===== src/rtl/morse_decoder_if.sv =====
// rtl/morse_decoder_if.sv - LED result bus of the Morse receiver
interface morse_decoder_if;
    logic [4:0] ledr;

    modport master (output ledr);
    modport slave  (input  ledr);
endinterface


===== src/rtl/morse_decoder.sv =====
// rtl/morse_decoder.sv - Morse key receiver: dot/dash timing, letter gap detection, A-H decode
module morse_decoder #(
    parameter int DASH_MIN   = 2,
    parameter int MAX_PRESS  = 4,
    parameter int LETTER_GAP = 3,
    parameter int CNT_W      = 8
) (
    input  logic              CLK,
    input  logic [1:0]        KEY,
    morse_decoder_if.master   LEDR
);
    localparam logic [1:0] S_IDLE  = 2'd0;
    localparam logic [1:0] S_MARK  = 2'd1;
    localparam logic [1:0] S_SPACE = 2'd2;
    localparam logic [1:0] S_EMIT  = 2'd3;

    logic             rst_n;
    logic             key_m_q, key_s_q, key_p_q;
    logic [1:0]       state_q, state_d;
    logic [CNT_W-1:0] cnt_q, cnt_d, cnt_inc;
    logic [3:0]       sym_q, sym_d;
    logic [2:0]       len_q, len_d;
    logic             err_q, err_d;
    logic [2:0]       letter_q, letter_d;
    logic             valid_q, valid_d;
    logic             dec_err_q, dec_err_d;
    logic             hit;
    logic [2:0]       hit_code;

    assign rst_n   = KEY[0];
    assign cnt_inc = (cnt_q == {CNT_W{1'b1}}) ? cnt_q : cnt_q + 1'b1;

    // Symbols are shifted in at the LSB, so the first one ends up at bit len-1.
    always_comb begin
        hit      = 1'b1;
        hit_code = 3'd0;
        case ({len_q, sym_q})
            {3'd2, 4'b0001}: hit_code = 3'd0;
            {3'd4, 4'b1000}: hit_code = 3'd1;
            {3'd4, 4'b1010}: hit_code = 3'd2;
            {3'd3, 4'b0100}: hit_code = 3'd3;
            {3'd1, 4'b0000}: hit_code = 3'd4;
            {3'd4, 4'b0010}: hit_code = 3'd5;
            {3'd3, 4'b0110}: hit_code = 3'd6;
            {3'd4, 4'b0000}: hit_code = 3'd7;
            default:         hit      = 1'b0;
        endcase
    end

    always_comb begin
        state_d   = state_q;
        cnt_d     = cnt_q;
        sym_d     = sym_q;
        len_d     = len_q;
        err_d     = err_q;
        letter_d  = letter_q;
        valid_d   = 1'b0;
        dec_err_d = dec_err_q;
        case (state_q)
            S_IDLE: begin
                if (key_s_q && !key_p_q) begin
                    state_d = S_MARK;
                    cnt_d   = {{(CNT_W-1){1'b0}}, 1'b1};
                end
            end
            S_MARK: begin
                if (key_s_q) begin
                    cnt_d = cnt_inc;
                end else begin
                    if (cnt_q > CNT_W'(MAX_PRESS) || len_q == 3'd4) begin
                        err_d = 1'b1;
                    end else begin
                        sym_d = {sym_q[2:0], cnt_q >= CNT_W'(DASH_MIN)};
                        len_d = len_q + 3'd1;
                    end
                    state_d = S_SPACE;
                    cnt_d   = {{(CNT_W-1){1'b0}}, 1'b1};
                end
            end
            S_SPACE: begin
                if (key_s_q) begin
                    state_d = S_MARK;
                    cnt_d   = {{(CNT_W-1){1'b0}}, 1'b1};
                end else begin
                    cnt_d = cnt_inc;
                    // Result registers load on the way into EMIT so LEDR shows it during EMIT.
                    if (cnt_inc >= CNT_W'(LETTER_GAP)) begin
                        state_d = S_EMIT;
                        if (!err_q && hit) begin
                            letter_d  = hit_code;
                            valid_d   = 1'b1;
                            dec_err_d = 1'b0;
                        end else begin
                            dec_err_d = 1'b1;
                        end
                    end
                end
            end
            default: begin
                sym_d = 4'd0;
                len_d = 3'd0;
                err_d = 1'b0;
                if (key_s_q) begin
                    state_d = S_MARK;
                    cnt_d   = {{(CNT_W-1){1'b0}}, 1'b1};
                end else begin
                    state_d = S_IDLE;
                end
            end
        endcase
    end

    always_ff @(posedge CLK or negedge rst_n) begin
        if (!rst_n) begin
            key_m_q   <= 1'b0;
            key_s_q   <= 1'b0;
            key_p_q   <= 1'b0;
            state_q   <= S_IDLE;
            cnt_q     <= '0;
            sym_q     <= 4'd0;
            len_q     <= 3'd0;
            err_q     <= 1'b0;
            letter_q  <= 3'd0;
            valid_q   <= 1'b0;
            dec_err_q <= 1'b0;
        end else begin
            key_m_q   <= KEY[1];
            key_s_q   <= key_m_q;
            key_p_q   <= key_s_q;
            state_q   <= state_d;
            cnt_q     <= cnt_d;
            sym_q     <= sym_d;
            len_q     <= len_d;
            err_q     <= err_d;
            letter_q  <= letter_d;
            valid_q   <= valid_d;
            dec_err_q <= dec_err_d;
        end
    end

    assign LEDR.ledr = {dec_err_q, valid_q, letter_q};
endmodule


===== src/flat_wrapper.sv =====
// flat-port wrapper written by rule: the top's interface ports become plain ports
module morse_decoder_flat 
#(
    parameter int DASH_MIN   = 2,
    parameter int MAX_PRESS  = 4,
    parameter int LETTER_GAP = 3,
    parameter int CNT_W      = 8
)
  (CLK, KEY, LEDR_ledr);
  morse_decoder_if LEDR_i ();
  input  logic CLK;
  input  logic [1:0] KEY;
  output wire logic [$bits(LEDR_i.ledr)-1:0] LEDR_ledr;
  assign LEDR_ledr = LEDR_i.ledr;
  morse_decoder #(.DASH_MIN(DASH_MIN), .MAX_PRESS(MAX_PRESS), .LETTER_GAP(LETTER_GAP), .CNT_W(CNT_W)) u_core (.CLK(CLK), .KEY(KEY), .LEDR(LEDR_i));
endmodule

===== config.mk =====
export PLATFORM = sky130hd
export DESIGN_NAME = morse_decoder_flat
export DESIGN_NICKNAME = d
export VERILOG_FILES = /design/src/rtl/morse_decoder_if.sv /design/src/rtl/morse_decoder.sv /design/src/flat_wrapper.sv
export SDC_FILE = /design/constraint.sdc
export NUM_CORES = 1
export LEC_CHECK = 0
export ABC_CLOCK_PERIOD_IN_PS = 2500
export CAP_MARGIN = 20
export CORE_MARGIN = 2
export CORE_UTILIZATION = 30
export CTS_CLUSTER_DIAMETER = 40
export DETAILED_ROUTE_END_ITERATION = 8
export REMOVE_ABC_BUFFERS = 1
export SLEW_MARGIN = 0
export SYNTH_ARGS = -nofsm -noshare
export SYNTH_HDL_FRONTEND = slang
export SYNTH_SLANG_ARGS = --single-unit

===== constraint.sdc =====
create_clock -name CLK -period 2.5 [get_ports CLK]
set_clock_uncertainty 0.1 [all_clocks]
set_input_delay 0.5 -clock CLK [delete_from_list [all_inputs] [get_ports CLK]]
set_output_delay 0.5 -clock CLK [all_outputs]
set_load 0.005 [all_outputs]

=== Yosys cells after proc, flatten, opt, wreduce, memory -nomap -nowiden ===
Index checks and enable logic that the tools add are counted.
W data, S select, Z words.

* Add/subtract/negate cells: 2
* $lt $le $gt $ge: 3
* Eq/ne operators: 17
* Muxes and demuxes: 28
* Bitwise gates (word level): 2
* Reductions and logical operators: 15

{| class="wikitable"
|+ Operators by type and width
! kind !! number
|-
| $mux W8 || 5
|-
| $eq A7 B7 Y1 const B || 4
|-
| $pmux W8 S3 || 1
|-
| $eq A7 B6 Y1 const B || 3
|-
| $pmux W3 S7 || 1
|-
| $ge A8 B2 Y1 const B || 2
|-
| $reduce_and A3 Y1 || 4
|-
| $mux W1 || 9
|-
| $add A8 B1 Y8 const B || 1
|-
| $eq A8 B8 Y1 const B || 1
|-
| $gt A8 B3 Y1 const B || 1
|-
| $mux W2 || 4
|-
| $mux W4 || 2
|-
| $pmux W4 S2 || 1
|-
| $reduce_or A8 Y1 || 1
|-
| $eq A7 B5 Y1 const B || 1
|-
| $mux W3 || 2
|-
| $pmux W2 S3 || 1
|-
| $pmux W3 S2 || 1
|-
| $ne A2 B1 Y1 const B || 2
|-
| $ne A2 B2 Y1 const B || 2
|-
| $reduce_and A4 Y1 || 1
|-
| $reduce_bool A4 Y1 || 1
|-
| $add A3 B1 Y3 const B || 1
|-
| 12 further kinds || 15
|}

* Flip-flop bits (word level): 26
* Bits of input ports: 3
* Output and inout bits: 5
* Word-level logic and storage cells: 78

=== Logic depth before layout (Yosys ltp) ===
Gate-level depths: netlist of the first run.

* Depth after elaboration: 8
* Mapped depth: 8
* Gate-level depth less buffers: 7

=== Least setup slack after synthesis of the first run ===
Ideal clock, no wire load.

* Kind: flip-flop to flip-flop
* From: register u_core.cnt_q[0]
* To: register u_core.dec_err_q
* Arrival: 1.793 ns
* Setup slack: 0.482 ns
* Stages on the path, launching flop included: 7
* Path buffers: 0
* Period minus slack after synthesis: 2.018 ns
* Cells stage by stage: dfrtp_1 > ha_1 > a21boi_0 > mux2_2 > a31o_2 > a31oi_2 > mux2_4

* Cells in the longest elaborated chain, start to end: 4
* Elaborated cells on any way between the ends: 5
* Classes of those cells: add/sub (1); order compare (1); eq/ne (1); mux (1); reduce/logical (1)

{| class="wikitable"
|+ Ends and longest elaborated chain
! what !! line !! text
|-
| start, declared || morse_decoder.sv:20 || <nowiki>logic [CNT_W-1:0] cnt_q, cnt_d, cnt_inc;</nowiki>
|-
| start signal, assigned || morse_decoder.sv:131 || <nowiki>cnt_q <= cnt_d;</nowiki>
|-
| $add A8 B1 Y8 / $eq A8 B8 Y1 (equally long branches) || morse_decoder.sv:31 || <nowiki>assign cnt_inc = (cnt_q == {CNT_W{1'b1}}) ? cnt_q : cnt_q + 1'b1;</nowiki>
|-
| $mux W8 (*) || morse_decoder.sv:31 ||
|-
| $ge A8 B2 Y1 (*) || morse_decoder.sv:87 || <nowiki>if (cnt_inc >= CNT_W'(LETTER_GAP)) begin</nowiki>
|-
| $reduce_and A3 Y1 (no source line) (*) || -- ||
|-
| end signal, assigned || morse_decoder.sv:137 || <nowiki>dec_err_q <= dec_err_d;</nowiki>
|-
| end, declared || morse_decoder.sv:26 || <nowiki>logic dec_err_q, dec_err_d;</nowiki>
|}

Mark *: on every way between the ends. The rest lies on a longest branch, timed or not.
A chain may end at the register's enable or synchronous reset.

=== Worst setup path after layout of the first run ===
* From: register u_core.cnt_q[0]
* To: register u_core.state_q[0]

* Cells in the longest elaborated chain, start to end: 5
* Elaborated cells on any way between the ends: 6
* Classes of those cells: add/sub (1); order compare (1); eq/ne (2); mux (1); reduce/logical (1)

{| class="wikitable"
|+ Ends and longest elaborated chain
! what !! line !! text
|-
| $add A8 B1 Y8 / $eq A8 B8 Y1 (equally long branches) || morse_decoder.sv:31 ||
|-
| $mux W8 (*) || morse_decoder.sv:31 ||
|-
| $ge A8 B2 Y1 (*) || morse_decoder.sv:87 ||
|-
| $ne A3 B1 Y1 (no source line) (*) || -- ||
|-
| $reduce_and A3 Y1 (no source line) (*) || -- ||
|-
| end signal, assigned || morse_decoder.sv:130 || <nowiki>state_q <= state_d;</nowiki>
|-
| end, declared || morse_decoder.sv:19 || <nowiki>logic [1:0] state_q, state_d;</nowiki>
|}

Marks and branches as above.

==> results of run 1 <==
==> per-layer routing <==
metal,routed length (µm),vias to the layer above
met5,0,-
met1,1670,664
li1,-,677
met3,169,2
met2,1660,30
met4,18,0
==> how the worst min path moves through the flow <==
stage / startpoint / endpoint / slack (ns) / cells after the start
after detailed placement: u_core.key_m_q / u_core.key_s_q / 0.24 / 0
final: u_core.key_m_q / u_core.key_s_q / 0.26 / 0
after global placement: u_core.key_m_q / u_core.key_s_q / 0.24 / 0
after global routing: u_core.key_m_q / u_core.key_s_q / 0.26 / 0
after floorplan: KEY[0] / u_core.cnt_q[0] / 0.10 / 0
after CTS: u_core.key_m_q / u_core.key_s_q / 0.26 / 0
==> final cells by class <==
cell class	count	area, µm²
clock buffers	4	55.1
fillers	544	3600
inverters	14	52.6
multi-input cells	133	956
flip-flops and latches	26	651
well taps	72	90.1
repair buffers	11	100
==> cells by family (layout without fill, tap and decap cells) <==
group / after synthesis / after routing / share of synthesized area, %
AO/OA/AOI/OAI: 56 / 56 / 24.4
XOR/XNOR: 2 / 2 / 1.02
adder cells (fa/ha/maj): 11 / 11 / 8.00
buffers and inverters: 25 / 29 / 6.69
flip-flops: 26 / 26 / 37.8
multiplexers: 5 / 5 / 3.49
AND/OR/NAND/NOR: 59 / 59 / 18.5
==> cell usage in the layout (no fill, tap or decap), types with 3 or more instances in the layout <==
master	count
clkbuf_8	4
nor2_1	11
a31oi_1	6
nand2b_1	3
o22ai_1	3
o2bb2ai_1	3
inv_1	14
ha_1	11
clkdlybuf4s50_1	7
a21oi_1	12
mux2_2	4
nor2b_1	4
dfrtp_1	26
nand3_1	6
or3_1	3
and3_1	4
nand2_1	14
buf_4	4
a22o_1	6
o21ai_0	4
==> where the power goes <==
group          switching [mW]  total, mW  internal [mW]
sequential             0.0697      0.552          0.482
clock                   0.139      0.281          0.141
combinational           0.403      0.713          0.310
total                   0.612       1.55          0.933
==> sequential cells by signal, indices dropped and copies added, names as in the netlist <==
| signal | flops |
|---|---|
| u_core.err_q | 1 |
| u_core.letter_q | 3 |
| u_core.sym_q | 4 |
| u_core.key_s_q | 1 |
| u_core.key_p_q | 1 |
| u_core.cnt_q | 8 |
| u_core.len_q | 3 |
| u_core.valid_q | 1 |
| u_core.dec_err_q | 1 |
| u_core.key_m_q | 1 |
| u_core.state_q | 2 |
==> out/summary.txt, run 1 <==
Vias: 1373
Core Box Area: 5510 µm²
Port bufs: 7
Post-synth EDFFs: 0
CP delay by family, top: compound AO/OA/AOI/OAI gates
Power, Total: 1.55 mW
PwrDens: 811 nW/µm²
Diode count: 0
Worst Path Max Fanout: 6
Capture point of the critical path: u_core.state_q[0]
Arrival @ worst endpoint: 2.37 ns
R2r endpoint: u_core.state_q[0]
Mapped Cells: 184
Tightest Pin Transition: 0.558 ns
Final Slew Violations: 0
Area post-placement: 1850 µm²
Post-CTS Setup Inserts: 0
Max-cap violation count: 0
Fin Setup TNS: 0 ns
Nets@finish: 203
Die Y: 79.7 µm
Initial antenna violation count: 0
Crit. End Element: register
Status: complete, no violations
Most common library cells after synthesis: dfrtp_1, inv_1, nand2_1, a21oi_1
CP Launch Type: register
Dpl cells: 256
Final Hold Viols: 0
Leakage power: 0.803 nW
Post-synth ARST share: 100%
Die Width: 79.7 µm
Via/cell ratio: 5.28
Worst vdd ir: 0.000308 V
Total Wirelength: 3.52 mm
FF-to-FF setup slack: 0.20 ns
CP required: 2.57 ns
Fin Hold WS: 0.256 ns
Ports: 8
DR WL/cell: 13.5 µm
Worst reg2reg path startpoint: u_core.cnt_q[0]
Unrepaired setup endpoints after global routing: no
Final period util: 92.0%
GR peak layer: met2
Yosys cell types: 54
Total GRT Usage: 12.0%
Num CTS Buffers: 3
Initial DRC Count: 105
Final HPWL DP: 2.52 mm
Final ANT Viol Nets: 0
Routability cong.: 0.821
Avg Inst Size Synth: 9.35 µm²
Slowest-stage cell, CP: a2111oi_1
Flops & latches, synth: 26
Vias in the first global route: 1280
Min Tclk post-route: 2.30 ns
First-pass GRT wire length: 6.09 mm
Clock sinks: 26
Area of the die: 6360 µm²
Overflow left after global routing: 0
Count leader, synth: dfrtp_1
Reg clk slew, reported paths: 0.09 ns
FMAX: 435 MHz
TritonCTS clock tree: done
Crit path buf inv count: 0
Seq/Total Area, Yosys: 37.8%
Met1 Usage GRT: 15.4%
Clk Latency, worst-skew pair: 0.27 ns
Place WS: 0.195 ns
H-tree Lvls: 1
Largest area contributor in the synthesized netlist: dfrtp_1
Final worst setup slack: 0.200 ns
Post-route cell area: 1900 µm²
Area contributors post-synth: dfrtp_1, ha_1, a21oi_1
Cts hold-fix bufs: 0
P&R area growth vs syn: 10.7%
Layout Utilization: 34.6%
DRC errors left: 0
Crit path cell chain: ha_1, nand2_1, o2111ai_1, a2111oi_1, a31oi_1, mux2_2
R2R depth: 6
Worst path depth: 6
Share of cells above drive strength 1: 12.8%
Critical Path Start: u_core.cnt_q[0]
Post-synth top flop: dfrtp_1
Final std cells w/o fill: 260
Worst path max stage delay: 0.46 ns
Yosys warns: 0
Cell area after synthesis: 1720 µm²
Pin count of the biggest net entering global routing: 27
Hold crit path type: reg -> reg
Met3 Use GR: 3.39%
Max Root-Sink Buffers: 2
CTS root buffer: clkbuf_8
Placement Rows: 27
Met2 usage: 20.1%
First-pass detailed-route iteration total: 4
Post_cts resized: 0
Critical path type: reg -> reg
Initial Utilization: 31.2%
Endpoints failing setup: 0
Slew HR: 62.8%
Yosys top cell area share: 37.8%
Power figures use the tool's default switching activity.
==> run 2, diff against run 1 <==
==> constraint.sdc (replaced) <==
create_clock -name CLK -period 2.5 [get_ports CLK]
set_clock_uncertainty 0.1 [all_clocks]
set_input_delay 0.75 -clock CLK [delete_from_list [all_inputs] [get_ports CLK]]
set_output_delay 0.75 -clock CLK [all_outputs]
set_load 0.005 [all_outputs]
==> results of run 2 <==
Same layout as run 1 (identical final DEF). Status: complete, no violations.
==> run 3, diff against run 2 <==
Settings changed: CELL_PAD_IN_SITES_DETAIL_PLACEMENT set to 1, CELL_PAD_IN_SITES_GLOBAL_PLACEMENT set to 2, CTS_CLUSTER_SIZE set to 24, PLACE_DENSITY_LB_ADDON set to 0.1.
==> run 3 against run 2 <==
Against the previous run:
- sequential power barely moved
- critical path type unchanged
- power decreased by 1.2%
- first-iteration DRC count rose by 54%
- critical endpoint is now u_core.dec_err_q
- flip-flop and latch count unchanged
- critical path depth did not move
- fmax increased by 0.16%
- worst hold slack improved by 0.0093 ns
- core utilization rose by 0.30 points
- sequential share of layout area fell by 0.29 points
==> out/summary.txt, run 3 (same netlist as run 1, synthesis figures left out) <==
Crit. End Element: register (unchanged)
Reg clk slew, reported paths: 0.09 ns (about the same)
Arrival @ worst endpoint: 2.36 ns (was 2.37 ns)
Largest register by flop count: u_core.cnt_q (unchanged)
P&R area growth vs syn: 11.6% (was 10.7%)
Via/cell ratio: 5.40 (was 5.28)
Slew HR: 59.3% (was 62.8%)
TritonCTS clock tree: done (unchanged)
Critical Path Start: u_core.cnt_q[0] (unchanged)
Final worst setup slack: 0.203 ns (was 0.200 ns)
Max Root-Sink Buffers: 2 (unchanged)
Worst path depth: 6 (unchanged)
Min Tclk post-route: 2.30 ns (about the same)
Pin count of the biggest net entering global routing: 27 (unchanged)
DR WL/cell: 16.7 µm (was 13.5 µm)
Initial Utilization: 31.2% (unchanged)
Crit path buf inv count: 0 (unchanged)
Final HPWL DP: 3.31 mm (was 2.52 mm)
Worst vdd ir: 0.000305 V (was 0.000308 V)
Die Width: 79.7 µm (unchanged)
Crit path cell chain: ha_1, nand2_1, o2111ai_1, a211oi_2, a31oi_2, mux2_4 (was ha_1, nand2_1, o2111ai_1, a2111oi_1, a31oi_1, mux2_2)
CTS root buffer: clkbuf_8 (unchanged)
FF-to-FF setup slack: 0.20 ns (about the same)
Most frequent cells in the layout: dfrtp_1, inv_1, nand2_1, a21oi_1 (unchanged)
Largest regs: u_core.cnt_q (8), u_core.sym_q (4) (unchanged)
Clk Latency, worst-skew pair: 0.27 ns (about the same)
Worst Path Max Fanout: 6 (unchanged)
R2r endpoint: u_core.dec_err_q (was u_core.state_q[0])
Commonest non-fill, non-tap cell in the layout: dfrtp_1 (unchanged)
Post-CTS Setup Inserts: 0 (unchanged)
Area post-placement: 1880 µm² (was 1850 µm²)
Diode count: 0 (unchanged)
Total Wirelength: 4.39 mm (was 3.52 mm)
Final Hold Viols: 0 (unchanged)
Port bufs: 7 (unchanged)
Clock sinks: 26 (unchanged)
Final period util: 91.9% (was 92.0%)
Vias: 1419 (was 1373)
Fin Setup TNS: 0 ns (unchanged)
Nets@finish: 207 (was 203)
Vias in the first global route: 1466 (was 1280)
Largest register FFs: 8 (unchanged)
Unrepaired setup endpoints after global routing: no (unchanged)
Hold crit path type: reg -> reg (unchanged)
First-pass detailed-route iteration total: 4 (unchanged)
Max-cap violation count: 0 (unchanged)
Final Slew Violations: 0 (unchanged)
Core Box Area: 5510 µm² (unchanged)
Routability cong.: 0.798 (was 0.821)
Area of the die: 6360 µm² (unchanged)
R2R depth: 6 (unchanged)
PwrDens: 795 nW/µm² (was 811 nW/µm²)
H-tree Lvls: 1 (unchanged)
DRC errors left: 0 (unchanged)
Ports: 8 (unchanged)
Tightest Pin Transition: 0.611 ns (was 0.558 ns)
Status: complete, no violations (unchanged)
Worst path max stage delay: 0.41 ns (was 0.46 ns)
Post-route cell area: 1920 µm² (was 1900 µm²)
CP delay by family, top: compound AO/OA/AOI/OAI gates (unchanged)
Capture point of the critical path: u_core.dec_err_q (was u_core.state_q[0])
Endpoints failing setup: 0 (unchanged)
Layout Utilization: 34.9% (was 34.6%)
Die Y: 79.7 µm (unchanged)
Slowest-stage cell, CP: dfrtp_1 (was a2111oi_1)
Leakage power: 0.817 nW (was 0.803 nW)
Share of cells above drive strength 1: 14.7% (was 12.8%)
CP required: 2.56 ns (was 2.57 ns)
Num CTS Buffers: 3 (unchanged)
Place WS: 0.180 ns (was 0.195 ns)
Fin Hold WS: 0.265 ns (was 0.256 ns)
Layout filler cell count: 633 (was 544)
Initial DRC Count: 162 (was 105)
FMAX: 435 MHz (about the same)
Critical path type: reg -> reg (unchanged)
Placement Rows: 27 (unchanged)
Overflow left after global routing: 0 (unchanged)
CP Launch Type: register (unchanged)
Total GRT Usage: 15.1% (was 12.0%)
Final ANT Viol Nets: 0 (unchanged)
Worst reg2reg path startpoint: u_core.cnt_q[0] (unchanged)
First-pass GRT wire length: 7.53 mm (was 6.09 mm)
Initial antenna violation count: 0 (unchanged)
-- run 3: cell types whose count changed in the layout (fill, tap and decap cells not counted), sizes merged --
cell / change
clkbuf: -1
buf: +4
-- run 3: worst min-delay path by stage --
| stage | start | endpoint | slack (ns) | cells past startpoint |
|---|---|---|---|---|
| final | u_core.key_m_q | u_core.key_s_q | 0.27 | 0 |
| after global routing | u_core.key_m_q | u_core.key_s_q | 0.28 | 0 |
| after CTS | u_core.key_m_q | u_core.key_s_q | 0.27 | 0 |
| after detailed placement | u_core.key_m_q | u_core.key_s_q | 0.24 | 0 |
| after global placement | u_core.key_m_q | u_core.key_s_q | 0.24 | 0 |
| after floorplan | u_core.key_m_q | u_core.key_s_q | 0.23 | 0 |
-- run 3: per-layer routing --
metal	vias up	part of all wire [%]	track usage (%)	wire (µm)
li1	685	-	-	-
met1	714	52	21.9	2260
met2	18	46	24.2	2010
met3	2	2.2	1.70	98
met4	0	0.34	3.28	15
met5	-	0	0	0
-- run 3: power breakdown --
group / switching [mW] / internal (mW)
Sequential: 0.0698 / 0.482
Clock: 0.133 / 0.108
Combinational: 0.421 / 0.312
Total: 0.624 / 0.902
-- run 3: stage by stage --
| stage | total power [mW] | instances |
|---|---|---|
| 2_1_floorplan | 1.06 | 173 |
| 3_3_place_gp | 1.27 | 260 |
| 3_5_place_dp | 1.30 | 260 |
| 4_1_cts | 1.55 | 263 |
| 5_1_grt | 1.67 | 263 |
| 6_report | 1.53 | 263 |
-- run 3: worst reg2reg max path, cell delays in order (launching register included) --
cell       delay, ns
dfrtp_1         0.41
ha_1            0.27
nand2_1         0.19
o2111ai_1       0.37
a211oi_2        0.18
a31oi_2         0.33
mux2_4          0.33
-- run 3: timing repair --
item                                    in CTS  in global routing
resized for setup                            0                  1
endpoints found under the setup margin       0                  2
hold buffers                                 0                  0
-- run 3: layout make-up --
class                           instances  area (µm²)  area share (%)
Timing Repair Buffer                   15         130            6.78
Multi-Input combinational cell        133         956            49.8
Inverter                               14        52.6            2.74
Sequential cell                        26         651            33.9
Clock buffer                            3        41.3            2.15
Tap cell                               72        90.1            4.69
